===== src/rtl/bist_march_seq.sv =====
// March-test BIST sequencer for the SRAM behind MEMCTRL: March C-, MATS+ or checkerboard.
// One op per cycle; read compare lands RD_LAT cycles after issue; no backpressure, BIST_EN=0 aborts.
module bist_march_seq #(
  parameter int ADDR_W = 16,
  parameter int DATA_W = 8,
  parameter int RD_LAT = 1
) (
  input  logic              CLK,
  input  logic              RSTN,
  input  logic              BIST_EN,
  input  logic [2:0]        BIST_MODE,
  output logic              MEM_CSB,
  output logic              MEM_WEB,
  output logic              MEM_OEB,
  output logic [ADDR_W-1:0] MEM_ADDR,
  output logic [DATA_W-1:0] MEM_WDATA,
  input  logic [DATA_W-1:0] MEM_RDATA,
  output logic              BIST_BUSY,
  output logic              BIST_DONE,
  output logic              BIST_PASS,
  output logic [ADDR_W-1:0] FAIL_ADDR
);

  typedef enum logic [1:0] {S_IDLE, S_RUN, S_DRAIN, S_DONE} state_t;

  typedef struct packed {
    logic last;
    logic dn;
    logic two;
    logic rd0;
    logic inv0;
    logic rd1;
    logic inv1;
  } elem_t;

  function automatic elem_t elem_info(input logic [2:0] mode, input logic [2:0] idx);
    elem_t e;
    e = 7'b1000000;
    case (mode)
      3'b001: case (idx)
        3'd0: e = 7'b0000000;
        3'd1: e = 7'b0011001;
        3'd2: e = 7'b0011100;
        3'd3: e = 7'b0111001;
        3'd4: e = 7'b0111100;
        3'd5: e = 7'b1001000;
        default: e = 7'b1000000;
      endcase
      3'b010: case (idx)
        3'd0: e = 7'b0000000;
        3'd1: e = 7'b0011001;
        3'd2: e = 7'b1111100;
        default: e = 7'b1000000;
      endcase
      3'b100: case (idx)
        3'd0: e = 7'b0000000;
        3'd1: e = 7'b0001000;
        3'd2: e = 7'b0000100;
        3'd3: e = 7'b1001100;
        default: e = 7'b1000000;
      endcase
      default: e = 7'b1000000;
    endcase
    return e;
  endfunction

  function automatic logic [DATA_W-1:0] ckbd(input logic odd);
    logic [DATA_W-1:0] p;
    for (int i = 0; i < DATA_W; i++) p[i] = logic'(i % 2 == 0) ^ odd;
    return p;
  endfunction

  state_t              state_q, state_d;
  logic [2:0]          mode_q, mode_d;
  logic [2:0]          elem_q, elem_d;
  logic [ADDR_W-1:0]   cnt_q, cnt_d;
  logic                opi_q, opi_d;
  logic [1:0]          drain_q, drain_d;
  logic                fail_q, fail_d;
  logic [ADDR_W-1:0]   fail_addr_q, fail_addr_d;
  logic                csb_q, csb_d, web_q, web_d, oeb_q, oeb_d;
  logic [ADDR_W-1:0]   addr_q, addr_d;
  logic [DATA_W-1:0]   wdata_q, wdata_d;
  logic                busy_q, busy_d, done_q, done_d, pass_q, pass_d;
  logic [RD_LAT-1:0]   pv_q, pv_d;
  logic [DATA_W-1:0]   pe_q [RD_LAT];
  logic [DATA_W-1:0]   pe_d [RD_LAT];
  logic [ADDR_W-1:0]   pa_q [RD_LAT];
  logic [ADDR_W-1:0]   pa_d [RD_LAT];

  elem_t             cur;
  logic              rd, inv, final_op, mismatch, legal;
  logic [ADDR_W-1:0] phys;
  logic [DATA_W-1:0] base, data;

  always_comb begin
    state_d     = state_q;
    mode_d      = mode_q;
    elem_d      = elem_q;
    cnt_d       = cnt_q;
    opi_d       = opi_q;
    drain_d     = drain_q;
    fail_d      = fail_q;
    fail_addr_d = fail_addr_q;
    csb_d       = 1'b1;
    web_d       = 1'b1;
    oeb_d       = 1'b1;
    addr_d      = '0;
    wdata_d     = '0;
    busy_d      = busy_q;
    done_d      = done_q;
    pass_d      = pass_q;
    pv_d        = '0;
    pe_d[0]     = '0;
    pa_d[0]     = '0;
    for (int i = 1; i < RD_LAT; i++) begin
      pv_d[i] = pv_q[i-1];
      pe_d[i] = pe_q[i-1];
      pa_d[i] = pa_q[i-1];
    end

    cur      = elem_info(mode_q, elem_q);
    rd       = opi_q ? cur.rd1 : cur.rd0;
    inv      = opi_q ? cur.inv1 : cur.inv0;
    final_op = !cur.two || opi_q;
    // Down elements count up internally and invert, so the counter only ever wraps at N-1.
    phys     = cur.dn ? ~cnt_q : cnt_q;
    base     = mode_q[2] ? ckbd(phys[0]) : '0;
    data     = inv ? ~base : base;
    mismatch = pv_q[RD_LAT-1] && (MEM_RDATA != pe_q[RD_LAT-1]);
    legal    = (BIST_MODE == 3'b001) || (BIST_MODE == 3'b010) || (BIST_MODE == 3'b100);

    if ((state_q == S_RUN || state_q == S_DRAIN) && mismatch && !fail_q) begin
      fail_d      = 1'b1;
      fail_addr_d = pa_q[RD_LAT-1];
    end

    case (state_q)
      S_IDLE: begin
        if (BIST_EN) begin
          fail_d      = 1'b0;
          fail_addr_d = '0;
          if (legal) begin
            state_d = S_RUN;
            busy_d  = 1'b1;
            mode_d  = BIST_MODE;
            elem_d  = '0;
            cnt_d   = '0;
            opi_d   = 1'b0;
          end else begin
            state_d = S_DONE;
            done_d  = 1'b1;
            pass_d  = 1'b0;
          end
        end
      end
      S_RUN: begin
        csb_d   = 1'b0;
        web_d   = rd;
        oeb_d   = ~rd;
        addr_d  = phys;
        wdata_d = rd ? '0 : data;
        pv_d[0] = rd;
        pe_d[0] = data;
        pa_d[0] = phys;
        if (!final_op) begin
          opi_d = 1'b1;
        end else begin
          opi_d = 1'b0;
          cnt_d = cnt_q + 1'b1;
          if (&cnt_q) begin
            elem_d = elem_q + 3'd1;
            if (cur.last) begin
              state_d = S_DRAIN;
              drain_d = '0;
            end
          end
        end
      end
      S_DRAIN: begin
        if (drain_q == 2'(RD_LAT - 1)) begin
          state_d = S_DONE;
          busy_d  = 1'b0;
          done_d  = 1'b1;
          pass_d  = ~fail_d;
        end else begin
          drain_d = drain_q + 2'd1;
        end
      end
      S_DONE: begin
        if (!BIST_EN) begin
          state_d     = S_IDLE;
          done_d      = 1'b0;
          pass_d      = 1'b0;
          fail_d      = 1'b0;
          fail_addr_d = '0;
        end
      end
      default: state_d = S_IDLE;
    endcase

    // Abort wins over anything the RUN/DRAIN branches decided this cycle.
    if ((state_q == S_RUN || state_q == S_DRAIN) && !BIST_EN) begin
      state_d     = S_IDLE;
      csb_d       = 1'b1;
      web_d       = 1'b1;
      oeb_d       = 1'b1;
      addr_d      = '0;
      wdata_d     = '0;
      busy_d      = 1'b0;
      done_d      = 1'b0;
      pass_d      = 1'b0;
      fail_d      = 1'b0;
      fail_addr_d = '0;
      pv_d        = '0;
    end
  end

  always_ff @(posedge CLK or negedge RSTN) begin
    if (!RSTN) begin
      state_q     <= S_IDLE;
      mode_q      <= '0;
      elem_q      <= '0;
      cnt_q       <= '0;
      opi_q       <= 1'b0;
      drain_q     <= '0;
      fail_q      <= 1'b0;
      fail_addr_q <= '0;
      csb_q       <= 1'b1;
      web_q       <= 1'b1;
      oeb_q       <= 1'b1;
      addr_q      <= '0;
      wdata_q     <= '0;
      busy_q      <= 1'b0;
      done_q      <= 1'b0;
      pass_q      <= 1'b0;
      pv_q        <= '0;
      for (int i = 0; i < RD_LAT; i++) begin
        pe_q[i] <= '0;
        pa_q[i] <= '0;
      end
    end else begin
      state_q     <= state_d;
      mode_q      <= mode_d;
      elem_q      <= elem_d;
      cnt_q       <= cnt_d;
      opi_q       <= opi_d;
      drain_q     <= drain_d;
      fail_q      <= fail_d;
      fail_addr_q <= fail_addr_d;
      csb_q       <= csb_d;
      web_q       <= web_d;
      oeb_q       <= oeb_d;
      addr_q      <= addr_d;
      wdata_q     <= wdata_d;
      busy_q      <= busy_d;
      done_q      <= done_d;
      pass_q      <= pass_d;
      pv_q        <= pv_d;
      for (int i = 0; i < RD_LAT; i++) begin
        pe_q[i] <= pe_d[i];
        pa_q[i] <= pa_d[i];
      end
    end
  end

  assign MEM_CSB   = csb_q;
  assign MEM_WEB   = web_q;
  assign MEM_OEB   = oeb_q;
  assign MEM_ADDR  = addr_q;
  assign MEM_WDATA = wdata_q;
  assign BIST_BUSY = busy_q;
  assign BIST_DONE = done_q;
  assign BIST_PASS = pass_q;
  assign FAIL_ADDR = fail_addr_q;

endmodule

===== config.mk =====
export PLATFORM = sky130hd
export DESIGN_NAME = bist_march_seq
export DESIGN_NICKNAME = d
export VERILOG_FILES = /design/src/rtl/bist_march_seq.sv
export SDC_FILE = /design/constraint.sdc
export NUM_CORES = 1
export LEC_CHECK = 0
export CORE_MARGIN = 5
export CORE_UTILIZATION = 35
export CTS_CLUSTER_SIZE = 30
export DETAILED_ROUTE_END_ITERATION = 16
export PLACE_DENSITY_LB_ADDON = 0.08
export RECOVER_POWER = 50
export SYNTH_ARGS = -nofsm -noshare
export SYNTH_HDL_FRONTEND = slang
export SYNTH_SLANG_ARGS = --single-unit

===== constraint.sdc =====
create_clock -name CLK -period 2.9 [get_ports CLK]
set_input_delay 0.725 -clock CLK [delete_from_list [all_inputs] [get_ports CLK]]
set_output_delay 0.725 -clock CLK [all_outputs]
set_load 0.02 [all_outputs]

* After elaboration in Yosys (flattened, before gate mapping) *
Index checks and enable logic that the tools add are counted.

word-level totals
  register bits = 99
  bits of input ports = 14
  output and inout bits = 46
  logic and storage cells = 159

operators by class
  add/sub/neg operators = 3
  equal/unequal tests = 29
  mux-type cells = 76
  bitwise logic cells = 5
  reduce and logical (&&, ||, !) cells = 27

operators with widths
  cell                   count
  $mux 16                10
  $pmux 16 s2            2
  $mux 8                 6
  $pmux 7 s3             2
  $pmux 7 s6             1
  $mux 1                 30
  $pmux 7 s4             1
  $mux 2                 12
  $add 16x1->16 const B  1
  $not 16->16            1
  $reduce_and 16->1      1
  $reduce_and 5->1       3
  $eq 3x2->1 const B     4
  $eq 3x3->1 const B     4
  $mux 3                 4
  $ne 2x2->1 const B     6
  $ne 3x2->1 const B     4
  $ne 3x3->1 const B     4
  $eq 3x1->1 const B     3
  $ne 8x8->1             1
  $not 8->8              1
  $pmux 2 s4             1
  $reduce_and 4->1       2
  $pmux 1 s2             3
  other kinds (18)       33

* Longest topological paths before layout *
  depth after elaboration = 11
  depth in mapped cells = 8
  depth with buffers taken out = 7

* Least setup slack after synthesis *
OpenSTA, ideal clock, no wires.

  kind = input -> register
  from = input MEM_RDATA[0]
  to = register fail_addr_q[10] (netlist: FAIL_ADDR[10])
  library setup time = 0.132 ns
  data arrival time = 2.045 ns
  required time = 2.768 ns
  path slack = 0.723 ns
  stages = 6
  path buffers = 1
  path through = or4_1 > mux2i_1 > a211oi_2 > buf_2 > mux2i_1 > nor2_1

on the way
  cells in the longest elaborated chain, start to end = 8
  elaborated cells on any way between the ends = 9
  those cells by class = eq/ne (1); mux (5); reduce/logical (3)

ends and longest elaborated chain
  what                                 RTL line  text
  start: declaration                   17        input logic [DATA_W-1:0] MEM_RDATA,
  $ne 8x8->1 (*)                       130       mismatch = pv_q[RD_LAT-1] && (MEM_RDATA != pe_q[RD_LAT-1]);
  $logic_and 1x1->1 (*)                130
  $logic_and 1x1->1 (*) (2 in series)  133       if ((state_q == S_RUN || state_q == S_DRAIN) && mismatch && !fail_q) begin
  $mux 16 (*)                          133
  $mux 16 (on tied branches)           191, 140
  $pmux 16 s2 (*)                      138       case (state_q)
  $mux 16 (*)                          203       if ((state_q == S_RUN || state_q == S_DRAIN) && !BIST_EN) begin
  named net fail_addr_d[10]            80        logic [ADDR_W-1:0] fail_addr_q, fail_addr_d;
  end signal: assignment               250       fail_addr_q <= fail_addr_d;
  end: declaration                     80

The timed path passes the listed nets; every way through them passes the cells marked *.
A chain may end at the register's enable or synchronous reset.

* Worst setup path in the final report *
  from = register elem_q[2]
  to = register pe_q[6] in the netlist's numbering

on the way
  cells in the longest elaborated chain, start to end = 9
  elaborated cells on any way between the ends = 17
  those cells by class = eq/ne (5); mux (9); bitwise (2); reduce/logical (1)

ends and longest elaborated chain
  what                                             RTL line  text
  start: declaration                               75        logic [2:0] elem_q, elem_d;
  start signal: assignment                         245       elem_q <= elem_d;
  $eq 3x3->1, or another cell as far along         40        3'b001: case (idx)
  $pmux 7 s6 / $pmux 7 s3 (equally long branches)  40, 49
  $pmux 7 s3 (*)                                   39        case (mode)
  $mux 16                                          127       phys = cur.dn ? ~cnt_q : cnt_q;
  $not 1->1 (no source line)                       -
  $mux 8                                           128       base = mode_q[2] ? ckbd(phys[0]) : '0;
  $not 8->8                                        129       data = inv ? ~base : base;
  $mux 8 (*)                                       129
  $mux 8 (*)                                       138
  end signal: indexed assignment                   261       pe_q[i] <= pe_d[i];
  end: declaration                                 86        logic [DATA_W-1:0] pe_q [RD_LAT];

Every way passes the cells marked *; elsewhere a longest branch is shown, timed or not.

==> results_dict.tcl <==
set metrics [dict create \
    hold_class "reg -> reg" \
    reg2reg_depth 6 \
    clockBufferDepth 2 \
    regArea_um2 2180 \
    ant_nets 0 \
    synth.top_cell.area_share_pct 47.0 \
    syn_nets 455 \
    postCtsSetupRepairBufs 0 \
    drtPass1Iterations 4 \
    cpPeakStageDelay_ns 0.48 \
    fillers 1193 \
    fin_worst_skew_ns 0.00441 \
    post-route-min-period_ns 2.51 \
    async_flop_share_pct 100 \
    wl_per_cell_um 15.0 \
    die_h_um 123 \
    rrSetupSlack_ns 0.39 \
    num-nets-final 507 \
    vias 3246 \
    routabilityCongestion 0.834 \
    syn2layout_area_growth_pct 24.4 \
    rr_endpoint "pe_q[6]" \
    post-dp-hpwl_um 7210 \
    rsz0062_at_grt "no" \
    drv_slew 37 \
    clk_pin_slew_worst_paths_ns 0.06 \
    num_rows 41 \
    max_freq_ghz 0.398 \
    antenna_cells 0 \
    wirelength_um 9810 \
    p_per_area_nw_per_um2 866 \
    power.total_w 0.00482 \
    clock_sinks 87 \
    crit_fanout 17 \
    core_area_um2 12600 \
    synthTopCellsByArea "dfrtp_1 (47%), mux2i_1 (6.0%), ha_1 (4.5%), xor2_1 (3.5%), and3_1 (3.1%)" \
    grt_usage_pct 14.0 \
    max_cap_viol_count 1 \
    end_kind "register" \
    tightest_slew_ns 2.16 \
    critPathKind "reg -> reg" \
    timing.slew.headroom_pct -43.8 \
    grt_pass1_vias 3117 \
    crit_required_ns 3.13 \
    die_area_um2 15100 \
    ios 60 \
    holdPathEnd "FAIL_ADDR[0]" \
    ys_ff_latch 87 \
    drc 0 \
    synth_edf_count 0 \
    synth_most_common_cell "dfrtp_1" \
    place_ws_ns 0.0443 \
    fin_ws_ns 0.390 \
    multi_input_area_um2 2090 \
    final_util_pct 44.3 \
    r2r_start "elem_q[2]" \
    status "finished, violations left" \
    synth_area_leader_cell "dfrtp_1" \
    synth.distinct_cells 55 \
    antenna_found_initial 0 \
    syn_area_um2 4470 \
    hold_depth 2 \
    postPlaceCellArea_um2 5210 \
    crit_family "compound AO/OA/AOI/OAI gates" \
    start_kind "register" \
    fin_setup_tns_ns 0 \
    synth-main-ff-cell "dfrtp_1" \
    die_x_um 123 \
    worst-path-buf-inv 0 \
    setup_violations 0 \
    synth_warnings 0 \
    htreeDepth 3 \
    synth-seq-area-share_pct 48.8 \
    initial_core_util_pct 35.6 \
    grt_overflow 0 \
    clk_latency_ns 0.34 \
    numCtsBuffers 9 \
    avgViaCountPerCell 4.96 \
    grt_pass1_wl_um 16500 \
    syn_avg_cell_area_um2 10.5 \
    synthCells 425 \
    layout-drive-gt1-share_pct 8.30 \
    drt-initial-drc-count 220 \
    finalCritPeriodShare_pct 86.6 \
    violations "capacitance limit, slew limit" \
    hold_buffers 0 \
    numPortBuffers 59 \
    grt_max_degree 52 \
    stdcell_area_um2 5560 \
    peakVddDrop_mv 0.355 \
    cts-root-buf "clkbuf_16" \
    p_leak_nw 2.59 \
    crit_path_top_delay_cell "dfrtp_1" \
    cts_tree "yes" \
    finalHoldViolCount 0 \
    synth_commonest_cells "dfrtp_1 (84), nand2_1 (33), mux2i_1 (27)" \
    min-delay-start "pa_q[0]" \
    crit_arrival_ns 2.74 \
    path_cells "ha_1 > nor4b_4 > o2bb2ai_4 > xnor2_1 > a211o_1 > a21oi_1" \
    post_cts_resized 0 \
]
-- report_power, final --
| group | internal, W | switching, W |
|---|---|---|
| Combinational | 0.000729 | 0.00105 |
| Sequential | 0.00143 | 0.000254 |
| Clock | 0.000870 | 0.000482 |
-- registers in the layout, indices dropped and copies added, names as in the netlist, 2 cells and up --
name and count:
pe_q 2, cnt_q 16, MEM_WDATA 2, elem_q 3
state_q 2, drain_q 2, MEM_ADDR 16, mode_q 3
pa_q 16, FAIL_ADDR 16
-- worst max-delay path by stage --
stage                             from             to  cells after the start
after floorplan           MEM_RDATA[0]  FAIL_ADDR[10]                      6
after detailed placement  MEM_RDATA[0]   FAIL_ADDR[8]                      6
after global routing              RSTN      elem_q[2]                      1
final                        elem_q[2]        pe_q[6]                      6
after global placement    MEM_RDATA[0]   FAIL_ADDR[6]                      6
after CTS                    mode_q[1]        pe_q[6]                      5
-- stage by stage --
stage | std cells | hold slack, ns
final | 654 | 0.487
after global routing | 654 | 0.520
after global placement | 638 | 0.468
after CTS | 654 | 0.367
after floorplan | 425 | 0.429
after detailed placement | 638 | 0.480
-- placed cells by master (no fill, tap or decap), types with 9 or more instances in the layout --
| master | instances |
|---|---|
| a21oi_1 | 9 |
| and2_1 | 20 |
| and3_1 | 22 |
| clkbuf_16 | 9 |
| clkdlybuf4s50_1 | 38 |
| dfrtp_1 | 84 |
| dlygate4sd3_1 | 20 |
| ha_1 | 16 |
| inv_1 | 16 |
| mux2i_1 | 27 |
| nand2_1 | 33 |
| nand2b_1 | 11 |
| nor2_1 | 26 |
| o21ai_0 | 22 |
| xor2_1 | 18 |
-- worst reg2reg max path, cell delays in order, from the launching register on --
cell       delay, ns
dfrtp_1         0.48
ha_1            0.27
nor4b_4         0.43
o2bb2ai_4       0.37
xnor2_1         0.26
a211o_1         0.35
a21oi_1         0.24
-- cell type report --
class	instances	share of cell area, %
tap	172	3.87
clock buffer	10	4.30
inverter	16	1.08
sequential	87	39.2
clock inverter	6	2.07
timing repair buffer	68	11.9
multi-input combinational	295	37.6
-- logic make-up after synthesis --
| logic type | Yosys count | share of synthesized area [%] |
|---|---|---|
| adders and majority gates | 16 | 4.48 |
| and+or+nand+nor | 155 | 19.1 |
| muxes | 32 | 7.30 |
| xor gates and xnor gates | 19 | 3.72 |
| DFF | 87 | 48.8 |
| AOI/OAI and AO/OA | 73 | 11.9 |
| buffers and inverters | 43 | 4.67 |
-- layer usage --
metal | GRT usage [%] | up-vias | part of all wire [%]
li1 | - | 1594 | -
met1 | 20.3 | 1597 | 50
met2 | 20.5 | 42 | 45
met3 | 2.61 | 13 | 3.3
met4 | 6.02 | 0 | 1.7
met5 | 0 | - | 0
Power figures use the tool's default switching activity.
